===== src/rtl/gest_interrup_n_if.sv =====
// Interrupt controller bus: request/mask/strobe inputs from the CPU side and
// take/vector/status outputs back to the PC mux and UC.
interface gest_interrup_n_if #(
  parameter int N_INT = 4,
  parameter int PC_W  = 10,
  parameter int ID_W  = 4
);
  logic [N_INT-1:0] int_req;
  logic             mask_we;
  logic [N_INT-1:0] mask_wdata;
  logic             int_inhibit;
  logic             fin_interrup;
  logic             int_take;
  logic [PC_W-1:0]  vector_addr;
  logic [ID_W-1:0]  int_id;
  logic             int_active;
  logic [N_INT-1:0] pending;
  logic [N_INT-1:0] in_service;
  logic [N_INT-1:0] mask;

  modport master (
    output int_req, mask_we, mask_wdata, int_inhibit, fin_interrup,
    input  int_take, vector_addr, int_id, int_active, pending, in_service, mask
  );

  modport slave (
    input  int_req, mask_we, mask_wdata, int_inhibit, fin_interrup,
    output int_take, vector_addr, int_id, int_active, pending, in_service, mask
  );
endinterface


===== src/rtl/gest_interrup_n.sv =====
// N-channel fixed-priority interrupt controller (channel 0 highest) with edge
// capture, mask, in-service tracking. Define INT_NEST_EN to allow preemption.
module gest_interrup_n #(
  parameter int N_INT      = 4,
  parameter int PC_W       = 10,
  parameter int VEC_BASE   = 1000,
  parameter int VEC_STRIDE = 4,
  parameter int ID_W       = 4
) (
  input  logic             clk,
  input  logic             reset,
  gest_interrup_n_if.slave bus
);
  localparam int IDX_W = (N_INT > 1) ? $clog2(N_INT) : 1;

  logic [N_INT-1:0] req_prev_q, req_prev_d;
  logic [N_INT-1:0] pending_q, pending_d;
  logic [N_INT-1:0] in_service_q, in_service_d;
  logic [N_INT-1:0] mask_q, mask_d;
  logic             int_take_q, int_take_d;
  logic [PC_W-1:0]  vector_addr_q, vector_addr_d;
  logic [ID_W-1:0]  int_id_q, int_id_d;

  logic [N_INT-1:0] rise, elig;
  logic             win_vld, isv_vld, fin_clr, take_ok, take;
  logic [IDX_W-1:0] win_idx, isv_idx;

  // Priority encoders: lowest-index eligible request and lowest-index ISR in service.
  always_comb begin
    rise    = bus.int_req & ~req_prev_q;
    elig    = pending_q & mask_q;
    win_vld = |elig;
    isv_vld = |in_service_q;
    win_idx = '0;
    isv_idx = '0;
    for (int i = N_INT - 1; i >= 0; i--) begin
      if (elig[i])         win_idx = IDX_W'(i);
      if (in_service_q[i]) isv_idx = IDX_W'(i);
    end
  end

  // A retiring ISR takes precedence; the take is re-evaluated next cycle.
  always_comb begin
    fin_clr = bus.fin_interrup & isv_vld;
`ifdef INT_NEST_EN
    take_ok = !isv_vld || (win_idx < isv_idx);
`else
    take_ok = !isv_vld;
`endif
    take = win_vld & ~bus.int_inhibit & ~int_take_q & take_ok & ~fin_clr;
  end

  always_comb begin
    req_prev_d    = bus.int_req;
    mask_d        = bus.mask_we ? bus.mask_wdata : mask_q;
    int_take_d    = take;
    pending_d     = pending_q;
    in_service_d  = in_service_q;
    vector_addr_d = vector_addr_q;
    int_id_d      = int_id_q;
    if (fin_clr) in_service_d[isv_idx] = 1'b0;
    if (take) begin
      pending_d[win_idx]    = 1'b0;
      in_service_d[win_idx] = 1'b1;
      int_id_d              = ID_W'(win_idx);
      vector_addr_d         = PC_W'(VEC_BASE + int'(win_idx) * VEC_STRIDE);
    end
    // A new edge on the winner in the take cycle keeps it pending.
    pending_d = pending_d | rise;
  end

  always_ff @(posedge clk or negedge reset) begin
    if (!reset) begin
      req_prev_q    <= '0;
      pending_q     <= '0;
      in_service_q  <= '0;
      mask_q        <= '1;
      int_take_q    <= 1'b0;
      vector_addr_q <= PC_W'(VEC_BASE);
      int_id_q      <= '0;
    end else begin
      req_prev_q    <= req_prev_d;
      pending_q     <= pending_d;
      in_service_q  <= in_service_d;
      mask_q        <= mask_d;
      int_take_q    <= int_take_d;
      vector_addr_q <= vector_addr_d;
      int_id_q      <= int_id_d;
    end
  end

  assign bus.int_take    = int_take_q;
  assign bus.vector_addr = vector_addr_q;
  assign bus.int_id      = int_id_q;
  assign bus.int_active  = |in_service_q;
  assign bus.pending     = pending_q;
  assign bus.in_service  = in_service_q;
  assign bus.mask        = mask_q;
endmodule


===== src/flat_wrapper.sv =====
// flat-port wrapper written by rule: the top's interface ports become plain ports
module gest_interrup_n_flat 
#(
  parameter int N_INT      = 4,
  parameter int PC_W       = 10,
  parameter int VEC_BASE   = 1000,
  parameter int VEC_STRIDE = 4,
  parameter int ID_W       = 4
)
  (clk, reset, bus_int_req, bus_mask_we, bus_mask_wdata, bus_int_inhibit, bus_fin_interrup, bus_int_take, bus_vector_addr, bus_int_id, bus_int_active, bus_pending, bus_in_service, bus_mask);
  gest_interrup_n_if #(.N_INT(N_INT), .PC_W(PC_W), .ID_W(ID_W)) bus_i ();
  input  logic clk;
  input  logic reset;
  input wire logic [$bits(bus_i.int_req)-1:0] bus_int_req;
  input wire logic [$bits(bus_i.mask_we)-1:0] bus_mask_we;
  input wire logic [$bits(bus_i.mask_wdata)-1:0] bus_mask_wdata;
  input wire logic [$bits(bus_i.int_inhibit)-1:0] bus_int_inhibit;
  input wire logic [$bits(bus_i.fin_interrup)-1:0] bus_fin_interrup;
  output wire logic [$bits(bus_i.int_take)-1:0] bus_int_take;
  output wire logic [$bits(bus_i.vector_addr)-1:0] bus_vector_addr;
  output wire logic [$bits(bus_i.int_id)-1:0] bus_int_id;
  output wire logic [$bits(bus_i.int_active)-1:0] bus_int_active;
  output wire logic [$bits(bus_i.pending)-1:0] bus_pending;
  output wire logic [$bits(bus_i.in_service)-1:0] bus_in_service;
  output wire logic [$bits(bus_i.mask)-1:0] bus_mask;
  assign bus_i.int_req = bus_int_req;
  assign bus_i.mask_we = bus_mask_we;
  assign bus_i.mask_wdata = bus_mask_wdata;
  assign bus_i.int_inhibit = bus_int_inhibit;
  assign bus_i.fin_interrup = bus_fin_interrup;
  assign bus_int_take = bus_i.int_take;
  assign bus_vector_addr = bus_i.vector_addr;
  assign bus_int_id = bus_i.int_id;
  assign bus_int_active = bus_i.int_active;
  assign bus_pending = bus_i.pending;
  assign bus_in_service = bus_i.in_service;
  assign bus_mask = bus_i.mask;
  gest_interrup_n #(.N_INT(N_INT), .PC_W(PC_W), .VEC_BASE(VEC_BASE), .VEC_STRIDE(VEC_STRIDE), .ID_W(ID_W)) u_core (.clk(clk), .reset(reset), .bus(bus_i));
endmodule

===== config.mk =====
export PLATFORM = sky130hd
export DESIGN_NAME = gest_interrup_n_flat
export DESIGN_NICKNAME = d
export VERILOG_FILES = /design/src/rtl/gest_interrup_n_if.sv /design/src/rtl/gest_interrup_n.sv /design/src/flat_wrapper.sv
export SDC_FILE = /design/constraint.sdc
export NUM_CORES = 1
export LEC_CHECK = 0
export ABC_CLOCK_PERIOD_IN_PS = 1900
export CAP_MARGIN = 20
export CORE_MARGIN = 3
export CORE_UTILIZATION = 30
export DETAILED_ROUTE_END_ITERATION = 6
export GPL_TIMING_DRIVEN = 0
export HOLD_SLACK_MARGIN = 0.15
export PLACE_DENSITY_LB_ADDON = 0.25
export SLEW_MARGIN = 0
export SYNTH_ARGS = -nofsm -noshare
export SYNTH_HDL_FRONTEND = slang
export SYNTH_SLANG_ARGS = --single-unit

===== constraint.sdc =====
create_clock -name clk -period 1.9 [get_ports clk]
set_clock_uncertainty 0.2 [all_clocks]
set_input_delay 0.285 -clock clk [delete_from_list [all_inputs] [get_ports clk]]
set_output_delay 0.285 -clock clk [all_outputs]
set_load 0.005 [all_outputs]

==> results of run 1 <==
## power groups by stage
stage	Clock (mW)	Sequential (mW)	Combinational [mW]
floorplan	0	0.698	0.380
global placement	0	0.701	0.813
detailed placement	0	0.710	0.815
CTS	0.209	0.692	0.913
global route	0.223	0.707	1.11
finish	0.200	0.683	1.02
## stage by stage
step                worst slack [ps]  cell area, um2
CTS                            2.122            1346
finish                         61.94            1389
detailed placement            -43.45            1284
global placement              -24.93            1284
global route                  -13.04            1389
floorplan                      326.4           934.6
## logic make-up (layout without fill, tap and decap cells)
kind of cell | count (synthesis) | in the layout | share of synthesized area
other | 2 | 9 | 0.008268
AND/OR/NAND/NOR | 15 | 15 | 0.1033
AO/OA/AOI/OAI | 20 | 20 | 0.1611
multiplexers | 4 | 4 | 0.04958
buffers and inverters | 18 | 63 | 0.1198
flip-flops | 20 | 20 | 0.5579
## metal layers
| metal | global-route usage | routed length (um) |
|---|---|---|
| met3 | 0.03564 | 169 |
| met1 | 0.1415 | 856 |
| met4 | 0.04954 | 8 |
| met2 | 0.1752 | 952 |
| met5 | 0 | 0 |
## layout make-up
class | instances | area [um2] | share of cell area
Sequential cell | 20 | 508.0 | 0.3658
Timing Repair Buffer | 41 | 387.9 | 0.2793
Multi-Input combinational cell | 48 | 319.1 | 0.2297
Buffer | 11 | 82.58 | 0.05946
Tap cell | 31 | 38.79 | 0.02793
Clock buffer | 4 | 26.28 | 0.01892
Inverter | 7 | 26.28 | 0.01892
## state kept, by name, indices dropped and copies added (netlist names)
register                cells
u_core.bus.in_service       4
u_core.bus.mask             4
u_core.bus.pending          4
u_core.req_prev_q           4
u_core.bus.int_id           2
u_core.bus.int_take         1
u_core.bus.vector_addr      1
## cells in the final DEF (no fill, tap or decap)
| master | n |
|---|---|
| dfrtp_1 | 14 |
| a211oi_2 | 1 |
| nor3_2 | 1 |
| a21oi_1 | 1 |
| o31ai_1 | 2 |
| nor2_1 | 1 |
| nand2b_1 | 1 |
| or2_2 | 1 |
| o21ai_0 | 5 |
| clkbuf_1 | 1 |
| o22ai_1 | 2 |
| clkbuf_4 | 3 |
| buf_4 | 21 |
| a21boi_0 | 1 |
| a32oi_1 | 1 |
| dfrtp_2 | 1 |
| nor4_4 | 1 |
| inv_1 | 6 |
| dlymetal6s2s_1 | 1 |
| inv_2 | 1 |
| clkdlybuf4s50_1 | 29 |
| clkdlybuf4s15_1 | 1 |
| conb_1 | 9 |
| a22oi_1 | 2 |
| nand3_1 | 3 |
| a221o_1 | 1 |
| dfstp_2 | 5 |
| nand2_1 | 5 |
| mux2_2 | 4 |
| a22o_1 | 2 |
| nand4_1 | 2 |
| o22a_1 | 2 |
## worst min-delay path by stage
stage                                    end  slack (ps)
floorplan           u_core.bus.in_service[0]        -210
global route            u_core.req_prev_q[1]         250
finish                 u_core.bus.pending[0]         230
detailed placement     u_core.bus.pending[0]         220
global placement       u_core.bus.pending[0]         210
CTS                     u_core.req_prev_q[0]         240
## timing repair
item	4_1_cts	5_1_grt
resized for setup	1	3
pin swaps	1	1
setup buffers	5	5
setup endpoints to repair	2	4
==> impl_metrics.yaml, run 1 <==
pwr:
  swShare: 0.3276
  p_int_mw: 1.282
  p_per_area_nw_per_um2: 1373
  p_sw_mw: 0.6246
  pwr-share-seq: 0.358
  comb_power_share: 0.537
  power_leakage_nw: 0.6350
  worst_ir_drop_vdd_mv: 0.6354
  power_mw: 1.906
  p_clk_frac: 0.105
drt:
  first_pass_iters: 4
  viasPerCell: 4.599
  first_iter_violations: 18
  routedWlPerCell_um: 12.26
  vias: 745
  wirelength_um: 1986
  postRouteAntennaNets: 0
  drc: 0
setup_path:
  critical_path.slowest_cell: "dfrtp_2"
  critPathKind: "register to primary output"
  crit_path_max_incr_delay_ps: 440
  cp.required_ps: 1410
  cp_max_fo: 2
  rrSetupSlack_ps: 90
  r2r_end: "u_core.bus.pending[0]"
  setup.worst_path.end: "bus_int_active"
  crit_path_end_kind: "primary output"
  r2r_start: "u_core.bus.in_service[1]"
  critical_path.cell_chain: "nor4_4 -> inv_2 -> clkdlybuf4s15_1"
  r2r_cells: 6
  worst_path_dominant_cell_family: "flip-flops"
  worst_setup_path_start_kind: "register"
  critPathLaunch: "u_core.bus.in_service[1]"
  crit_buf_inv: 2
  arrival_ps: 1350
  crit_cells: 3
min_path:
  holdPathStages: 1
  min_path_type: "register to register"
  hold_start: "u_core.req_prev_q[0]"
placement:
  dp_hpwl_um: 1475
  port_buffers: 31
  dp_cells: 148
  gp_congestion: 0.7302
synthesis:
  ys_seq_area_frac: 0.5579
  yosys-top-cells-area: "dfrtp_1, dfstp_2, buf_4"
  synth_top_area_cell: "dfrtp_1"
  synth_area_per_cell_um2: 11.50
  syn_area_um2: 908.4
  netlist.area_leader.share: 0.4132
  synthCells: 79
  ys_seq_elements: 20
  synth_edf_count: 0
  yosys-top-cells-count: "dfrtp_1, buf_4, inv_1"
  post-synth-top-count-cell: "dfrtp_1"
  ys.flop_type: "dfrtp_1"
  synth.distinct_cells: 26
  ys_warn_count: 0
  async_reset_ff_frac: 1.000
floorplan:
  dieArea_um2: 3724
  io_pins: 41
  rows: 19
  start_util: 0.3211
  fp.dieW_um: 61.03
  core_um2: 2829
  die_h_um: 61.03
clock_network:
  cts_tree: "yes"
  clock_path_buffers: 2
  cts_hold_buf: 0
  ctsRootBufferMaster: "clkbuf_4"
  clk_pin_slew_ps: 110
  cts_inserted_buffers: 3
  htreeDepth: 1
  clk_latency_ps: 290
  cts.sinks: 20
timing:
  fin_crit_ps: 1838
  period_share: 0.9674
  hold_viol_final: 0
  tightest_slew_ps: 871.2
  slew_violations: 0
  tns_ps: 0
  relSlewSlack: 0.4174
  setup_viol: 0
  fmax_mhz: 544.1
  holdWs_ps: 232.3
global_routing:
  first_global_vias: 707
  grt_max_degree: 21
  antenna_found_initial: 0
  grt_pass1_wl_um: 3063
  track_usage: 0.1119
  overflow: 0
finish:
  area_delta_synth_final_pct: 52.89
  final_nets: 145
  drive_gt1_frac: 0.2977
  post-route-util: 0.4909
  fillers: 276
  layout.cells.non_filler: 162
  num_antenna_cells: 0
outcome:
  outcome: "completed"
flow_run:
  maxCapViolCount: 0
Note: power is estimated with default switching activity, not from simulation.
==> inputs of run 2 (changes only) <==
- CORE_MARGIN: 3 -> default
==> impl_metrics.yaml, run 2 (synthesis results as in run 1) <==
setup_path:
  cp_max_fo: 4
  critical_path.cell_chain: "clkdlybuf4s50_1"
  arrival_ps: 1380
  critical_path.slowest_cell: "dfstp_2"
  r2r_cells: 4
  crit_path_max_incr_delay_ps: 580
  crit_cells: 1
  worst_setup_path_start_kind: "register"
  cp.required_ps: 1410
  crit_path_end_kind: "primary output"
  crit_buf_inv: 1
  critPathKind: "register to primary output"
  worst_path_dominant_cell_family: "flip-flops"
finish:
  area_delta_synth_final_pct: 52.75
  layout.cells.most_common_list: "clkdlybuf4s50_1, buf_4, dfrtp_1, conb_1, inv_1"
  register_area_um2: 506.7
  final_common_cell: "clkdlybuf4s50_1"
  num_antenna_cells: 0
  final_nets: 144
  finalInstanceArea_um2: 1388
  multi_input_area_um2: 319.1
  drive_gt1_frac: 0.2923
  fillers: 287
global_routing:
  use_met3: 0.02268
  grt_use_met1: 0.1429
  grt_pass1_wl_um: 2987
  use_met2: 0.1966
  track_usage: 0.1187
  overflow: 0
  first_global_vias: 699
  top_usage_layer: "met2"
  antenna_found_initial: 0
  grt_max_degree: 21
floorplan:
  die_h_um: 57.03
  fp.dieW_um: 57.03
  dieArea_um2: 3252
  core_um2: 2805
  io_pins: 41
  start_util: 0.3238
  rows: 19
drt:
  viasPerCell: 4.590
  routedWlPerCell_um: 11.48
  wirelength_um: 1849
  postRouteAntennaNets: 0
  first_pass_iters: 6
  first_iter_violations: 19
  drc: 6
  vias: 739
timing:
  tns_ps: 0
  fmax_mhz: 537.1
  setup_slack_ps: 38.28
  slew_violations: 0
  rsz0062_at_grt: "false"
  holdWs_ps: 239.0
  tightest_slew_ps: 867.9
  period_share: 0.9799
  fin_crit_ps: 1862
  setup_viol: 0
  relSlewSlack: 0.4196
  hold_viol_final: 0
min_path:
  min_path_type: "register to register"
  holdPathStages: 1
clock_network:
  ctsRootBufferMaster: "clkbuf_4"
  htreeDepth: 1
  cts.sinks: 20
  cts_tree: "yes"
  clock_path_buffers: 2
  clk_latency_ps: 300
  cts_inserted_buffers: 3
  cts_hold_buf: 0
  clk_pin_slew_ps: 100
placement:
  place_area_um2: 1284
  dp_hpwl_um: 1382
  port_buffers: 31
  gp_congestion: 0.7390
  dp_slack_ps: -30.59
pwr:
  worst_ir_drop_vdd_mv: 0.7829
  power_leakage_nw: 0.6283
  p_per_area_nw_per_um2: 1341
outcome:
  outcome: "complete, but fails checks"
  failed_checks: "DRC"
flow_run:
  maxCapViolCount: 0
run 2: cell types whose count changed in the layout (fill, tap and decap cells not counted), sizes merged:
cell,before,now
dlymetal6s2s,1,0
buf,21,20
clkdlybuf4s50,29,30
run 2: power breakdown:
group | leakage, nW | internal [mW] | switching (mW)
combinational | 0.380 | 0.579 | 0.363
sequential | 0.228 | 0.563 | 0.115
clock | 0.0210 | 0.117 | 0.124
run 2: final timing paths:
kind,from,endpoint,slack (ps)
min,u_core.req_prev_q[0],u_core.bus.pending[0],240
min in group asynchronous,reset,u_core.req_prev_q[3],270
max in group asynchronous,reset,u_core.bus.int_id[1],700
max reg2reg,u_core.bus.mask[1],u_core.bus.pending[3],180
max,u_core.bus.mask[0],bus_mask[0],40
min reg2reg,u_core.req_prev_q[0],u_core.bus.pending[0],240
run 2: what timing repair did:
item	4_1_cts	5_1_grt
setup buffers	5	4
endpoints found under the setup margin	2	4
pin swaps	1	1
resized for setup	2	0
run 2: per-layer routing:
metal | part of all wire | up-vias
li1 | - | 362
met1 | 0.44 | 341
met2 | 0.46 | 31
met3 | 0.074 | 5
met4 | 0.023 | 0
met5 | 0 | -
run 2: through the flow:
stage	cells	power, mW	utilization
after global routing	161	1.994	0.4946
after detailed placement	148	1.521	0.4576
after CTS	157	1.875	0.4839
final	161	1.861	0.4946
after floorplan	86	1.078	-
after global placement	148	1.509	0.4576
run 2: cell type report:
| type | count | share of cell area |
|---|---|---|
| tap | 31 | 0.02795 |
| buffer | 11 | 0.05951 |
| multi-input combinational | 48 | 0.2299 |
| sequential | 20 | 0.3652 |
| clock buffer | 4 | 0.02615 |
| timing repair buffer | 40 | 0.2723 |
| inverter | 7 | 0.01894 |
